--- src/rtl/fft2_butterfly_probe_if.sv ---
// Butterfly sample/result bus plus capture control and readback.
// No backpressure anywhere: the master presents a pair whenever in_valid is high.
interface fft2_butterfly_probe_if #(
  parameter int DATA_WIDTH = 4,
  parameter int OUT_WIDTH  = 5,
  parameter int CAP_DEPTH  = 16
);
  localparam int AW = $clog2(CAP_DEPTH);

  logic                         in_valid;
  logic signed [DATA_WIDTH-1:0] real_in_0;
  logic signed [DATA_WIDTH-1:0] real_in_1;
  logic signed [DATA_WIDTH-1:0] imag_in_0;
  logic signed [DATA_WIDTH-1:0] imag_in_1;
  logic                         out_valid;
  logic signed [OUT_WIDTH-1:0]  real_sum;
  logic signed [OUT_WIDTH-1:0]  real_diff;
  logic signed [OUT_WIDTH-1:0]  imag_sum;
  logic signed [OUT_WIDTH-1:0]  imag_diff;
  logic                         cap_arm;
  logic                         cap_done;
  logic [AW-1:0]                cap_rd_addr;
  logic [4*OUT_WIDTH-1:0]       cap_rd_data;

  modport master (
    output in_valid, real_in_0, real_in_1, imag_in_0, imag_in_1, cap_arm, cap_rd_addr,
    input  out_valid, real_sum, real_diff, imag_sum, imag_diff, cap_done, cap_rd_data
  );

  modport slave (
    input  in_valid, real_in_0, real_in_1, imag_in_0, imag_in_1, cap_arm, cap_rd_addr,
    output out_valid, real_sum, real_diff, imag_sum, imag_diff, cap_done, cap_rd_data
  );
endinterface

--- src/rtl/fft2_butterfly_probe.sv ---
// Radix-2 butterfly (X0=x0+x1, X1=x0-x1) with a capture buffer; 2-clock latency, one pair/clock.
// No backpressure: every valid pair is accepted and results are never stalled.
module fft2_butterfly_probe #(
  parameter int DATA_WIDTH = 4,
  parameter int OUT_WIDTH  = 5,
  parameter int CAP_DEPTH  = 16
) (
  input logic                   CLK,
  input logic                   reset,
  fft2_butterfly_probe_if.slave bus
);
  localparam int AW = $clog2(CAP_DEPTH);
  localparam int WW = 4 * OUT_WIDTH;

  generate
    if (OUT_WIDTH < DATA_WIDTH + 1) begin : g_width_check
      $error("OUT_WIDTH must be at least DATA_WIDTH+1");
    end
    if (CAP_DEPTH < 2 || (1 << AW) != CAP_DEPTH) begin : g_depth_check
      $error("CAP_DEPTH must be a power of two and at least 2");
    end
  endgenerate

  typedef enum logic [1:0] {IDLE, CAPTURE, DONE} cap_state_t;

  logic                         s1_vld;
  logic signed [DATA_WIDTH-1:0] s1_r0, s1_r1, s1_i0, s1_i1;
  logic signed [OUT_WIDTH-1:0]  r0_x, r1_x, i0_x, i1_x;
  logic                         out_vld;
  logic signed [OUT_WIDTH-1:0]  real_sum, real_diff, imag_sum, imag_diff;
  cap_state_t                   state;
  logic [AW-1:0]                wr_ptr;
  logic                         cap_done_q;
  logic [WW-1:0]                rd_q;
  logic [WW-1:0]                ram [CAP_DEPTH];
  logic                         cap_wr;
  logic [WW-1:0]                res_word;

  always_ff @(posedge CLK) begin
    if (!reset) begin
      s1_vld <= 1'b0;
      s1_r0  <= '0;
      s1_r1  <= '0;
      s1_i0  <= '0;
      s1_i1  <= '0;
    end else begin
      s1_vld <= bus.in_valid;
      if (bus.in_valid) begin
        s1_r0 <= bus.real_in_0;
        s1_r1 <= bus.real_in_1;
        s1_i0 <= bus.imag_in_0;
        s1_i1 <= bus.imag_in_1;
      end
    end
  end

  assign r0_x = {{(OUT_WIDTH-DATA_WIDTH){s1_r0[DATA_WIDTH-1]}}, s1_r0};
  assign r1_x = {{(OUT_WIDTH-DATA_WIDTH){s1_r1[DATA_WIDTH-1]}}, s1_r1};
  assign i0_x = {{(OUT_WIDTH-DATA_WIDTH){s1_i0[DATA_WIDTH-1]}}, s1_i0};
  assign i1_x = {{(OUT_WIDTH-DATA_WIDTH){s1_i1[DATA_WIDTH-1]}}, s1_i1};

  // Results hold their last values across out_valid gaps.
  always_ff @(posedge CLK) begin
    if (!reset) begin
      out_vld   <= 1'b0;
      real_sum  <= '0;
      real_diff <= '0;
      imag_sum  <= '0;
      imag_diff <= '0;
    end else begin
      out_vld <= s1_vld;
      if (s1_vld) begin
        real_sum  <= r0_x + r1_x;
        real_diff <= r0_x - r1_x;
        imag_sum  <= i0_x + i1_x;
        imag_diff <= i0_x - i1_x;
      end
    end
  end

  assign res_word = {real_sum, real_diff, imag_sum, imag_diff};
  assign cap_wr   = reset && (state == CAPTURE) && out_vld;

  always_ff @(posedge CLK) begin
    if (cap_wr) ram[wr_ptr] <= res_word;
  end

  // An arm in IDLE/DONE only changes state, so a result present that cycle is skipped.
  always_ff @(posedge CLK) begin
    if (!reset) begin
      state      <= IDLE;
      wr_ptr     <= '0;
      cap_done_q <= 1'b0;
      rd_q       <= '0;
    end else begin
      rd_q <= ram[bus.cap_rd_addr];
      case (state)
        IDLE, DONE: begin
          if (bus.cap_arm) begin
            state      <= CAPTURE;
            wr_ptr     <= '0;
            cap_done_q <= 1'b0;
          end
        end
        CAPTURE: begin
          if (out_vld) begin
            wr_ptr <= wr_ptr + 1'b1;
            if (wr_ptr == AW'(CAP_DEPTH - 1)) begin
              state      <= DONE;
              cap_done_q <= 1'b1;
            end
          end
        end
        default: state <= IDLE;
      endcase
    end
  end

  assign bus.out_valid   = out_vld;
  assign bus.real_sum    = real_sum;
  assign bus.real_diff   = real_diff;
  assign bus.imag_sum    = imag_sum;
  assign bus.imag_diff   = imag_diff;
  assign bus.cap_done    = cap_done_q;
  assign bus.cap_rd_data = rd_q;
endmodule

--- src/flat_wrapper.sv ---
// flat-port wrapper written by rule: the top's interface ports become plain ports
module fft2_butterfly_probe_flat 
#(
  parameter int DATA_WIDTH = 4,
  parameter int OUT_WIDTH  = 5,
  parameter int CAP_DEPTH  = 16
)
  (CLK, reset, bus_in_valid, bus_real_in_0, bus_real_in_1, bus_imag_in_0, bus_imag_in_1, bus_cap_arm, bus_cap_rd_addr, bus_out_valid, bus_real_sum, bus_real_diff, bus_imag_sum, bus_imag_diff, bus_cap_done, bus_cap_rd_data);
  fft2_butterfly_probe_if #(.DATA_WIDTH(DATA_WIDTH), .OUT_WIDTH(OUT_WIDTH), .CAP_DEPTH(CAP_DEPTH)) bus_i ();
  input logic CLK;
  input logic reset;
  input wire logic [$bits(bus_i.in_valid)-1:0] bus_in_valid;
  input wire logic [$bits(bus_i.real_in_0)-1:0] bus_real_in_0;
  input wire logic [$bits(bus_i.real_in_1)-1:0] bus_real_in_1;
  input wire logic [$bits(bus_i.imag_in_0)-1:0] bus_imag_in_0;
  input wire logic [$bits(bus_i.imag_in_1)-1:0] bus_imag_in_1;
  input wire logic [$bits(bus_i.cap_arm)-1:0] bus_cap_arm;
  input wire logic [$bits(bus_i.cap_rd_addr)-1:0] bus_cap_rd_addr;
  output wire logic [$bits(bus_i.out_valid)-1:0] bus_out_valid;
  output wire logic [$bits(bus_i.real_sum)-1:0] bus_real_sum;
  output wire logic [$bits(bus_i.real_diff)-1:0] bus_real_diff;
  output wire logic [$bits(bus_i.imag_sum)-1:0] bus_imag_sum;
  output wire logic [$bits(bus_i.imag_diff)-1:0] bus_imag_diff;
  output wire logic [$bits(bus_i.cap_done)-1:0] bus_cap_done;
  output wire logic [$bits(bus_i.cap_rd_data)-1:0] bus_cap_rd_data;
  assign bus_i.in_valid = bus_in_valid;
  assign bus_i.real_in_0 = bus_real_in_0;
  assign bus_i.real_in_1 = bus_real_in_1;
  assign bus_i.imag_in_0 = bus_imag_in_0;
  assign bus_i.imag_in_1 = bus_imag_in_1;
  assign bus_i.cap_arm = bus_cap_arm;
  assign bus_i.cap_rd_addr = bus_cap_rd_addr;
  assign bus_out_valid = bus_i.out_valid;
  assign bus_real_sum = bus_i.real_sum;
  assign bus_real_diff = bus_i.real_diff;
  assign bus_imag_sum = bus_i.imag_sum;
  assign bus_imag_diff = bus_i.imag_diff;
  assign bus_cap_done = bus_i.cap_done;
  assign bus_cap_rd_data = bus_i.cap_rd_data;
  fft2_butterfly_probe #(.DATA_WIDTH(DATA_WIDTH), .OUT_WIDTH(OUT_WIDTH), .CAP_DEPTH(CAP_DEPTH)) u_core (.CLK(CLK), .reset(reset), .bus(bus_i));
endmodule
--- config.mk ---
export PLATFORM = sky130hd
export DESIGN_NAME = fft2_butterfly_probe_flat
export DESIGN_NICKNAME = d
export VERILOG_FILES = /design/src/rtl/fft2_butterfly_probe_if.sv /design/src/rtl/fft2_butterfly_probe.sv /design/src/flat_wrapper.sv
export SDC_FILE = /design/constraint.sdc
export NUM_CORES = 1
export LEC_CHECK = 0
export CAP_MARGIN = 20
export CELL_PAD_IN_SITES_DETAIL_PLACEMENT = 0
export CELL_PAD_IN_SITES_GLOBAL_PLACEMENT = 1
export CORE_UTILIZATION = 51
export DETAILED_ROUTE_END_ITERATION = 8
export PLACE_DENSITY = 0.82
export SLEW_MARGIN = 20
export SYNTH_ARGS = -nofsm -noshare
export SYNTH_HDL_FRONTEND = slang
export SYNTH_SLANG_ARGS = --single-unit
--- constraint.sdc ---
create_clock -name CLK -period 3.55 [get_ports CLK]
set_input_delay 1.065 -clock CLK [delete_from_list [all_inputs] [get_ports CLK]]
set_output_delay 1.065 -clock CLK [all_outputs]
set_load 0.02 [all_outputs]
==> results of run 1 <==
[state kept, by name, summed over array words and instances (netlist names)]
name / cells
u_core.bus.cap_rd_data: 18
u_core.wr_ptr: 4
u_core.s1_i1: 4
u_core.s1_r1: 4
u_core.bus.imag_diff: 4
u_core.state: 2
u_core.bus.imag_sum: 5
u_core.ram: 288
u_core.bus.real_sum: 4
u_core.s1_r0: 4
u_core.bus.real_diff: 5
u_core.bus.out_valid: 1
u_core.s1_vld: 1
u_core.bus.cap_done: 1
u_core.s1_i0: 4
[metal layers]
| layer | GRT usage, % | wire length, µm |
|---|---|---|
| met1 | 32.5 | 13400 |
| met2 | 39.4 | 15900 |
| met3 | 3.40 | 2220 |
| met4 | 8.37 | 952 |
| met5 | 0 | 0 |
[through the flow]
stage | instance area, µm² | setup slack (ns)
after floorplan | 13800 | 0.473
after global placement | 15100 | 0.461
after detailed placement | 15100 | 0.455
after CTS | 16200 | 0.490
after global routing | 16200 | 0.461
final | 16200 | 0.490
[cells in the final DEF (no fill, tap or decap), drive strengths merged, types with 19 or more instances in the layout]
| master | instances |
|---|---|
| mux4 | 20 |
| mux2i | 119 |
| ha | 20 |
| dfxtp | 61 |
| clkbuf | 48 |
| nor2 | 49 |
| edfxtp | 288 |
| o21ai | 19 |
| clkdlybuf4s50 | 64 |
| nand2 | 26 |
| buf | 54 |
| a22oi | 48 |
[worst paths after layout]
kind | slack [ns] | start | cells past startpoint | to
max | 0.49 | u_core.bus.imag_sum[2] | 1 | bus_imag_sum[2]
min | 0.48 | u_core.bus.real_sum[1] | 0 | u_core.ram[5][16]
max reg2reg | 1.60 | u_core.state[0] | 5 | u_core.ram[15][19]
min reg2reg | 0.48 | u_core.bus.real_sum[1] | 0 | u_core.ram[5][16]
[kinds of logic after synthesis]
family                     synth area share [%]
adders and majority gates                  2.39
and+or+nand+nor                            4.66
buffers and inverters                      2.85
AOI/OAI and AO/OA                          5.68
DFF                                        71.5
xor gates and xnor gates                  0.317
muxes                                      12.6
[cell type report]
class	instances	area (µm²)	area share [%]
sequential	349	9870	60.9
multi-input combinational	423	3600	22.2
timing repair buffer	118	1100	6.79
clock buffer	48	1030	6.35
tap	335	419	2.59
clock inverter	15	121	0.749
inverter	19	71.3	0.440
[where the power goes]
part / total, mW / leakage, nW / internal, mW / switching (mW)
logic: 0.620 / 2.13 / 0.257 / 0.364
clock network: 3.64 / 0.568 / 2.17 / 1.46
registers: 4.55 / 3.15 / 4.49 / 0.0554
[worst register-to-register path: stages, from the launching register on]
cell and delay [ns]:
dfxtp_1 0.38, nor2b_1 0.26, and3_1 0.27, nand2_1 0.22
nor2_2 0.15, buf_4 0.33
==> impl_metrics.yaml, run 1 <==
detailed_routing:
  drc: 3
  vias: 7725
  wirelength_mm: 32.5
  drt_first_pass_iters: 7
  post_drt_wl_per_cell_um: 24.9
  ant_nets: 0
  dr.first_iter.drc_count: 733
  avgViaCountPerCell: 5.91
power_and_ir_drop:
  p_leak_nw: 5.85
  peakVddDrop_mv: 0.297
  total_power_mw: 8.80
  p_per_area_mw_per_mm2: 543
clocking:
  worstSkewPairLatency_ns: 0.51
  cts-hold-fix-buffers: 0
  max-clock-path-buffers: 3
  htreeDepth: 2
  cts_sinks: 349
  post_cts_resized: 0
  clock-root-buffer: "clkbuf_16"
  cts_setup_buffers: 0
  clkTransAtPathRegs_ns: 0.06
  cts_buffers: 36
  cts_tree: "built"
critical_path:
  worst_setup_path_start_kind: "flop"
  worstPathCellList: "clkdlybuf4s50_1"
  path_max_fanout: 7
  critical_path.top_delay_family: "flip-flops"
  worst_ep_required_time_ns: 2.48
  slowest_delay_ns: 0.75
  worstPathArrival_ns: 2.00
  crit_slowest_cell: "dfxtp_1"
  crit_buf_inv: 1
  worstSetupPathType: "flop to output pin"
  crit_path_end_kind: "output pin"
synthesis:
  yosysMostFrequentCell: "edfxtp_1"
  synth_edf_count: 288
  syn_nets: 887
  synth.area.top_cells: "edfxtp_1 (63%), dfxtp_1 (8.8%), mux2i_1 (8.6%)"
  syn_area_per_cell_um2: 16.5
  synth_top_area_cell: "edfxtp_1"
  netlist_top_cells_count: "edfxtp_1 (288), mux2i_1 (119), dfxtp_1 (61), nor2_1 (49), a22oi_1 (48)"
  yosysWarnings: 0
  synth-seq-cells: 349
  ys.flop_type: "edfxtp_1"
  async_reset_ff_share_pct: 0
  synth_area_mm2: 0.0138
  synthCells: 839
  synth_top_area_share_pct: 62.7
  ys_seq_area_share_pct: 71.5
  ys_types: 47
placement:
  place_inst: 1244
  portBuffers: 65
  place_hpwl_mm: 21.1
  gp_congestion: 0.870
finish:
  stdcell_count: 1307
  layout-drive-gt1-share_pct: 14.3
  diodes: 0
  area_delta_synth_final_pct: 17.4
  utilization_pct: 61.7
  n_fill_cell: 1905
  nets: 995
sta:
  whs_ns: 0.478
  fmax_mhz: 327
  fin_setup_tns_ns: 0
  post-route-period-util_pct: 86.2
  relSlewSlack_pct: 50.8
  hold_viol: 0
  rsz0062_at_grt: "false"
  finalClockSkew_ns: 0.0156
  tightestPinTransition_ns: 0.735
  period_needed_ns: 3.06
  finalSetupViolations: 0
  finalMaxSlewViolations: 0
floorplanning:
  core-area_mm2: 0.0263
  die-width_um: 167
  io_pins: 66
  start_util_pct: 52.5
  num_rows: 59
  die_area_mm2: 0.0277
  chipHeight_um: 167
global_routing:
  antenna_found_initial: 0
  grtUsageTotal_pct: 23.8
  grt_overflow: 0
  grt_pass1_vias: 7465
  grt_max_degree: 50
  grt_pass1_wl_mm: 48.2
run_status:
  outcome: "finished with violations"
  violations: "DRC"
run:
  drv_cap: 0
min_path:
  min_path_type: "flop to flop"
Power figures use the tool's default switching activity.
==> inputs of run 2 (changes only) <==
--- a/config.mk
+++ b/config.mk
@@ -8,10 +8,12 @@
 export CAP_MARGIN = 20
 export CELL_PAD_IN_SITES_DETAIL_PLACEMENT = 0
 export CELL_PAD_IN_SITES_GLOBAL_PLACEMENT = 1
-export CORE_UTILIZATION = 51
+export CORE_UTILIZATION = 53
+export CTS_BUF_LIST = sky130_fd_sc_hd__clkbuf_2
 export DETAILED_ROUTE_END_ITERATION = 8
-export PLACE_DENSITY = 0.82
+export PLACE_DENSITY = 0.84
 export SLEW_MARGIN = 20
 export SYNTH_ARGS = -nofsm -noshare
 export SYNTH_HDL_FRONTEND = slang
 export SYNTH_SLANG_ARGS = --single-unit
+export TNS_END_PERCENT = 50
==> constraint.sdc (replaced) <==
create_clock -name CLK -period 3.4 [get_ports CLK]
set_input_delay 1.02 -clock CLK [delete_from_list [all_inputs] [get_ports CLK]]
set_output_delay 1.02 -clock CLK [all_outputs]
set_load 0.02 [all_outputs]
==> impl_metrics.yaml, run 2 (synthesis results as in run 1) <==
clocking:
  cts-hold-fix-buffers: 0
  clkTransAtPathRegs_ns: 0.10
  cts_buffers: 84
  post_cts_resized: 0
  cts_tree: "built"
  cts_setup_buffers: 0
  max-clock-path-buffers: 3
  clock-root-buffer: "clkbuf_2"
  htreeDepth: 3
  cts_sinks: 349
  worstSkewPairLatency_ns: 0.84
run_status:
  outcome: "completed"
finish:
  fin_area_mm2: 0.0159
  largest_reg_flops: 288
  area_delta_synth_final_pct: 14.9
  final_common_cell: "edfxtp_1"
  stdcell_count: 1405
  n_fill_cell: 1885
  register_area_mm2: 0.00987
  multi_input_area_mm2: 0.00360
  layout-drive-gt1-share_pct: 21.4
  regMostFlops: "u_core.ram"
  nets: 1056
  mostFrequentLayoutCells: "edfxtp_1 (288), clkbuf_2 (125), mux2i_1 (119)"
critical_path:
  crit_slowest_cell: "clkdlybuf4s50_1"
  worstPathCellList: "clkdlybuf4s50_1"
  worstSetupPathType: "flop to output pin"
  r2r.worst_path.cells: 5
  critical_path.top_delay_family: "buffers and inverters"
  path_max_fanout: 10
  crit_cells: 1
  crit_buf_inv: 1
  worst_setup_path_start_kind: "flop"
  worst_ep_required_time_ns: 2.38
  crit_path_end_kind: "output pin"
  worstPathArrival_ns: 2.22
  slowest_delay_ns: 0.72
sta:
  fin_setup_tns_ns: 0
  finalMaxSlewViolations: 0
  fmax_mhz: 308
  period_needed_ns: 3.24
  hold_viol: 0
  finalClockSkew_ns: 0.0426
  tightestPinTransition_ns: 0.738
  post-route-period-util_pct: 95.4
  rsz0062_at_grt: "false"
  relSlewSlack_pct: 50.7
  finalSetupViolations: 0
floorplanning:
  die-width_um: 163
  die_area_mm2: 0.0267
  start_util_pct: 54.3
  io_pins: 66
  chipHeight_um: 163
  core-area_mm2: 0.0254
  num_rows: 58
global_routing:
  grtUsageTotal_pct: 23.6
  grt_pass1_wl_mm: 45.9
  antenna_found_initial: 1
  grt_overflow: 0
  grt_max_degree: 47
  grt_pass1_vias: 8069
power_and_ir_drop:
  p_per_area_mw_per_mm2: 499
  p_leak_nw: 5.92
  peakVddDrop_mv: 0.250
detailed_routing:
  post_drt_wl_per_cell_um: 21.4
  drt_first_pass_iters: 5
  drc: 0
  dr.first_iter.drc_count: 683
  ant_nets: 0
  vias: 7905
  wirelength_mm: 30.0
  avgViaCountPerCell: 5.63
placement:
  placed_cell_area_mm2: 0.0151
  gp_congestion: 0.834
  portBuffers: 65
  place_hpwl_mm: 20.1
  place_inst: 1252
min_path:
  min_path_type: "flop to flop"
  min_path_cells: 2
run:
  drv_cap: 0
run 2: cell count changes in the layout (fill, tap and decap cells not counted):
| cell | previous run | this run |
|---|---|---|
| buf_12 | 4 | 2 |
| buf_4 | 49 | 64 |
| bufinv_16 | 2 | 0 |
| clkbuf_1 | 6 | 0 |
| clkbuf_16 | 38 | 0 |
| clkbuf_2 | 0 | 125 |
| clkbuf_8 | 4 | 0 |
| clkinv_1 | 6 | 23 |
| clkinv_2 | 7 | 3 |
| clkinvlp_4 | 1 | 0 |
| diode_2 | 0 | 1 |
| inv_2 | 0 | 2 |
run 2: layout make-up:
class                   instances  share of cell area, %
flip-flops and latches        349                   62.2
multi-input cells             423                   22.7
clock inverters                27                  0.663
inverters                      19                  0.450
clock buffers                 125                   3.95
diodes                          1                 0.0158
well taps                     330                   2.60
repair buffers                131                   7.39
run 2: worst paths after layout:
kind | slack (ns) | end | startpoint
min | 0.52 | u_core.bus.cap_done | u_core.bus.cap_done
max reg2reg | 1.38 | u_core.ram[15][11] | u_core.state[0]
max | 0.16 | bus_imag_sum[0] | u_core.bus.imag_sum[0]
min reg2reg | 0.52 | u_core.bus.cap_done | u_core.bus.cap_done
run 2: layer usage:
metal | global-route usage [%] | share of wire (%)
met1 | 32.0 | 42
met2 | 36.7 | 48
met3 | 5.82 | 7.9
met4 | 9.39 | 2.0
met5 | 0 | 0
run 2: where the power goes:
group	switching [mW]	total [mW]	leakage (nW)	internal (mW)
clock network	1.56	2.54	0.574	0.980
logic	0.365	0.634	2.20	0.268
registers	0.0503	4.73	3.15	4.68
run 2: metrics by stage:
step / hold slack (ns) / power (mW) / utilization, % / setup slack, ns
4_1_cts: 0.513 / 7.99 / 62.4 / 0.0628
2_1_floorplan: 0.477 / 5.19 / - / 0.368
3_3_place_gp: 0.502 / 5.45 / 59.5 / 0.600
5_1_grt: 0.556 / 8.24 / 62.4 / 0.0422
3_5_place_dp: 0.498 / 5.46 / 59.5 / 0.552
6_report: 0.521 / 7.91 / 62.4 / 0.157
==> inputs of run 3 (changes only) <==
--- a/config.mk
+++ b/config.mk
@@ -5,13 +5,15 @@
 export SDC_FILE = /design/constraint.sdc
 export NUM_CORES = 1
 export LEC_CHECK = 0
+export ABC_AREA = 1
 export CAP_MARGIN = 20
 export CELL_PAD_IN_SITES_DETAIL_PLACEMENT = 0
 export CELL_PAD_IN_SITES_GLOBAL_PLACEMENT = 1
-export CORE_UTILIZATION = 53
-export CTS_BUF_LIST = sky130_fd_sc_hd__clkbuf_2
+export CORE_UTILIZATION = 50
+export CTS_BUF_LIST = sky130_fd_sc_hd__clkbuf_2 sky130_fd_sc_hd__clkbuf_4 sky130_fd_sc_hd__clkbuf_8
 export DETAILED_ROUTE_END_ITERATION = 8
-export PLACE_DENSITY = 0.84
+export MAX_ROUTING_LAYER = met4
+export PLACE_DENSITY = 0.85
 export SLEW_MARGIN = 20
 export SYNTH_ARGS = -nofsm -noshare
 export SYNTH_HDL_FRONTEND = slang
==> impl_metrics.yaml, run 3 <==
run_status:
  outcome: "completed"
finish:
  nets: 1592
  multi_input_area_mm2: 0.00379
  area_delta_synth_final_pct: 16.3
  layout-drive-gt1-share_pct: 10.6
  utilization_pct: 59.3
  n_fill_cell: 2420
  largest_reg_flops: 288
  mostFrequentLayoutCells: "nand2_1 (465), edfxtp_1 (288), nand3_1 (181)"
  register_area_mm2: 0.00987
  regMostFlops: "u_core.ram"
  final_common_cell: "nand2_1"
synthesis:
  async_reset_ff_share_pct: 0
  synth_area_mm2: 0.0147
  synthCells: 1438
  syn_nets: 1486
  ys_types: 27
  synth.area.top_cells: "edfxtp_1 (59%), nand2_1 (12%), dfxtp_1 (8.3%)"
  yosysWarnings: 0
  yosysMostFrequentCell: "nand2_1"
  netlist_top_cells_count: "nand2_1 (465), edfxtp_1 (288), nand3_1 (181), inv_1 (180), dfxtp_1 (61)"
  syn_area_per_cell_um2: 10.2
  ys.flop_type: "edfxtp_1"
  synth_edf_count: 288
  synth_top_area_share_pct: 59.0
  synth_top_area_cell: "edfxtp_1"
  synth-seq-cells: 349
  ys_seq_area_share_pct: 67.3
detailed_routing:
  post_drt_wl_per_cell_um: 19.1
  dr.first_iter.drc_count: 1143
  ant_nets: 0
  avgViaCountPerCell: 5.23
  drt_first_pass_iters: 6
  wirelength_mm: 37.6
  vias: 10300
  drc: 0
critical_path:
  slowest_delay_ns: 0.69
  worstSetupPathType: "flop to output pin"
  crit_cells: 1
  crit_path_end: "bus_real_sum[4]"
  cp-startpoint: "u_core.bus.real_sum[4]"
  r2r_slack_ns: 1.28
  crit_slowest_cell: "clkdlybuf4s50_1"
  critical_path.top_delay_family: "buffers and inverters"
  crit_path_end_kind: "output pin"
  worstPathCellList: "clkdlybuf4s50_1"
  path_max_fanout: 5
  worstPathArrival_ns: 1.83
  r2r.worst_path.cells: 7
  crit_buf_inv: 1
  regToRegEndpoint: "u_core.ram[6][19]"
  reg2reg_from: "u_core.state[0]"
  worst_ep_required_time_ns: 2.38
  worst_setup_path_start_kind: "flop"
sta:
  tightestPinTransition_ns: 0.879
  finalSetupViolations: 0
  fin_setup_tns_ns: 0
  finalClockSkew_ns: 0.0365
  finalMaxSlewViolations: 0
  period_needed_ns: 2.85
  rsz0062_at_grt: "false"
  hold_viol: 0
  fmax_mhz: 351
  post-route-period-util_pct: 83.7
  relSlewSlack_pct: 41.3
power_and_ir_drop:
  peakVddDrop_mv: 0.386
  p_leak_nw: 7.17
  p_per_area_mw_per_mm2: 526
clocking:
  cts_setup_buffers: 0
  worstSkewPairLatency_ns: 0.59
  max-clock-path-buffers: 3
  clock-root-buffer: "clkbuf_8"
  post_cts_resized: 0
  clkTransAtPathRegs_ns: 0.06
  cts_sinks: 349
  htreeDepth: 2
  cts_buffers: 54
  cts-hold-fix-buffers: 0
  cts_tree: "built"
placement:
  place_hpwl_mm: 24.1
  portBuffers: 65
  gp_congestion: 0.903
floorplanning:
  num_rows: 62
  core-area_mm2: 0.0288
  chipHeight_um: 173
  die-width_um: 173
  start_util_pct: 51.0
  io_pins: 66
  die_area_mm2: 0.0300
global_routing:
  grt_overflow: 0
  grt_pass1_vias: 9877
  grt_pass1_wl_mm: 57.5
  antenna_found_initial: 1
  grt_max_degree: 145
  grtUsageTotal_pct: 26.3
run:
  drv_cap: 0
min_path:
  min_path_type: "flop to flop"
[run 3: cell types whose count changed in the layout (fill, tap and decap cells not counted), sizes merged, moves of 20 or more]
cell | before | now
mux4 | 20 | 0
nand2 | 26 | 465
nand3 | 18 | 181
inv | 20 | 183
a21oi | 14 | 49
a22oi | 48 | 0
clkbuf | 125 | 81
mux2i | 119 | 0
[run 3: area by class of cell]
cell class	count	area share, %
diodes	1	0.0147
clock buffers	81	5.66
clock inverters	20	0.712
inverters	185	4.09
multi-input cells	831	22.2
flip-flops and latches	349	57.9
well taps	384	2.82
repair buffers	123	6.62
[run 3: worst min-delay path by stage]
stage | startpoint | endpoint | depth (start not counted)
3_3_place_gp | u_core.state[0] | u_core.state[1] | 1
3_5_place_dp | u_core.state[0] | u_core.state[1] | 1
6_report | u_core.state[0] | u_core.state[1] | 1
2_1_floorplan | u_core.state[0] | u_core.state[1] | 1
4_1_cts | u_core.state[0] | u_core.state[1] | 1
5_1_grt | u_core.state[0] | u_core.state[1] | 1
[run 3: stage by stage]
stage	area [µm²]	std cells	hold WS, ns	setup slack, ns	total power [mW]
floorplan	14700	1438	0.418	0.0276	5.25
CTS	17100	1973	0.441	0.550	9.02
finish	17100	1974	0.442	0.554	8.97
detailed placement	16000	1872	0.438	0.386	5.59
global route	17100	1974	0.454	0.482	9.27
global placement	16000	1872	0.430	0.389	5.58
[run 3: kinds of logic (layout without fill, tap and decap cells)]
logic type | Yosys count | after routing | synth area share, %
compound gates | 92 | 92 | 3.23
flops | 349 | 349 | 67.3
other cells | 0 | 1 | 0
xor+xnor | 3 | 3 | 0.179
buf+inv | 258 | 409 | 7.15
simple gates | 712 | 712 | 19.9
fa+ha+maj | 24 | 24 | 2.25
[run 3: power breakdown]
part	switching [mW]	internal, mW
clock	1.57	1.89
sequential	0.0597	4.69
combinational	0.496	0.253
total	2.13	6.84
[run 3: routing by layer]
layer	vias up	share of wire [%]	GRT usage, %
li1	4924	-	-
met1	4864	43	36.4
met2	466	45	39.4
met3	61	10	5.24
met4	0	2.2	7.67
met5	-	0	-
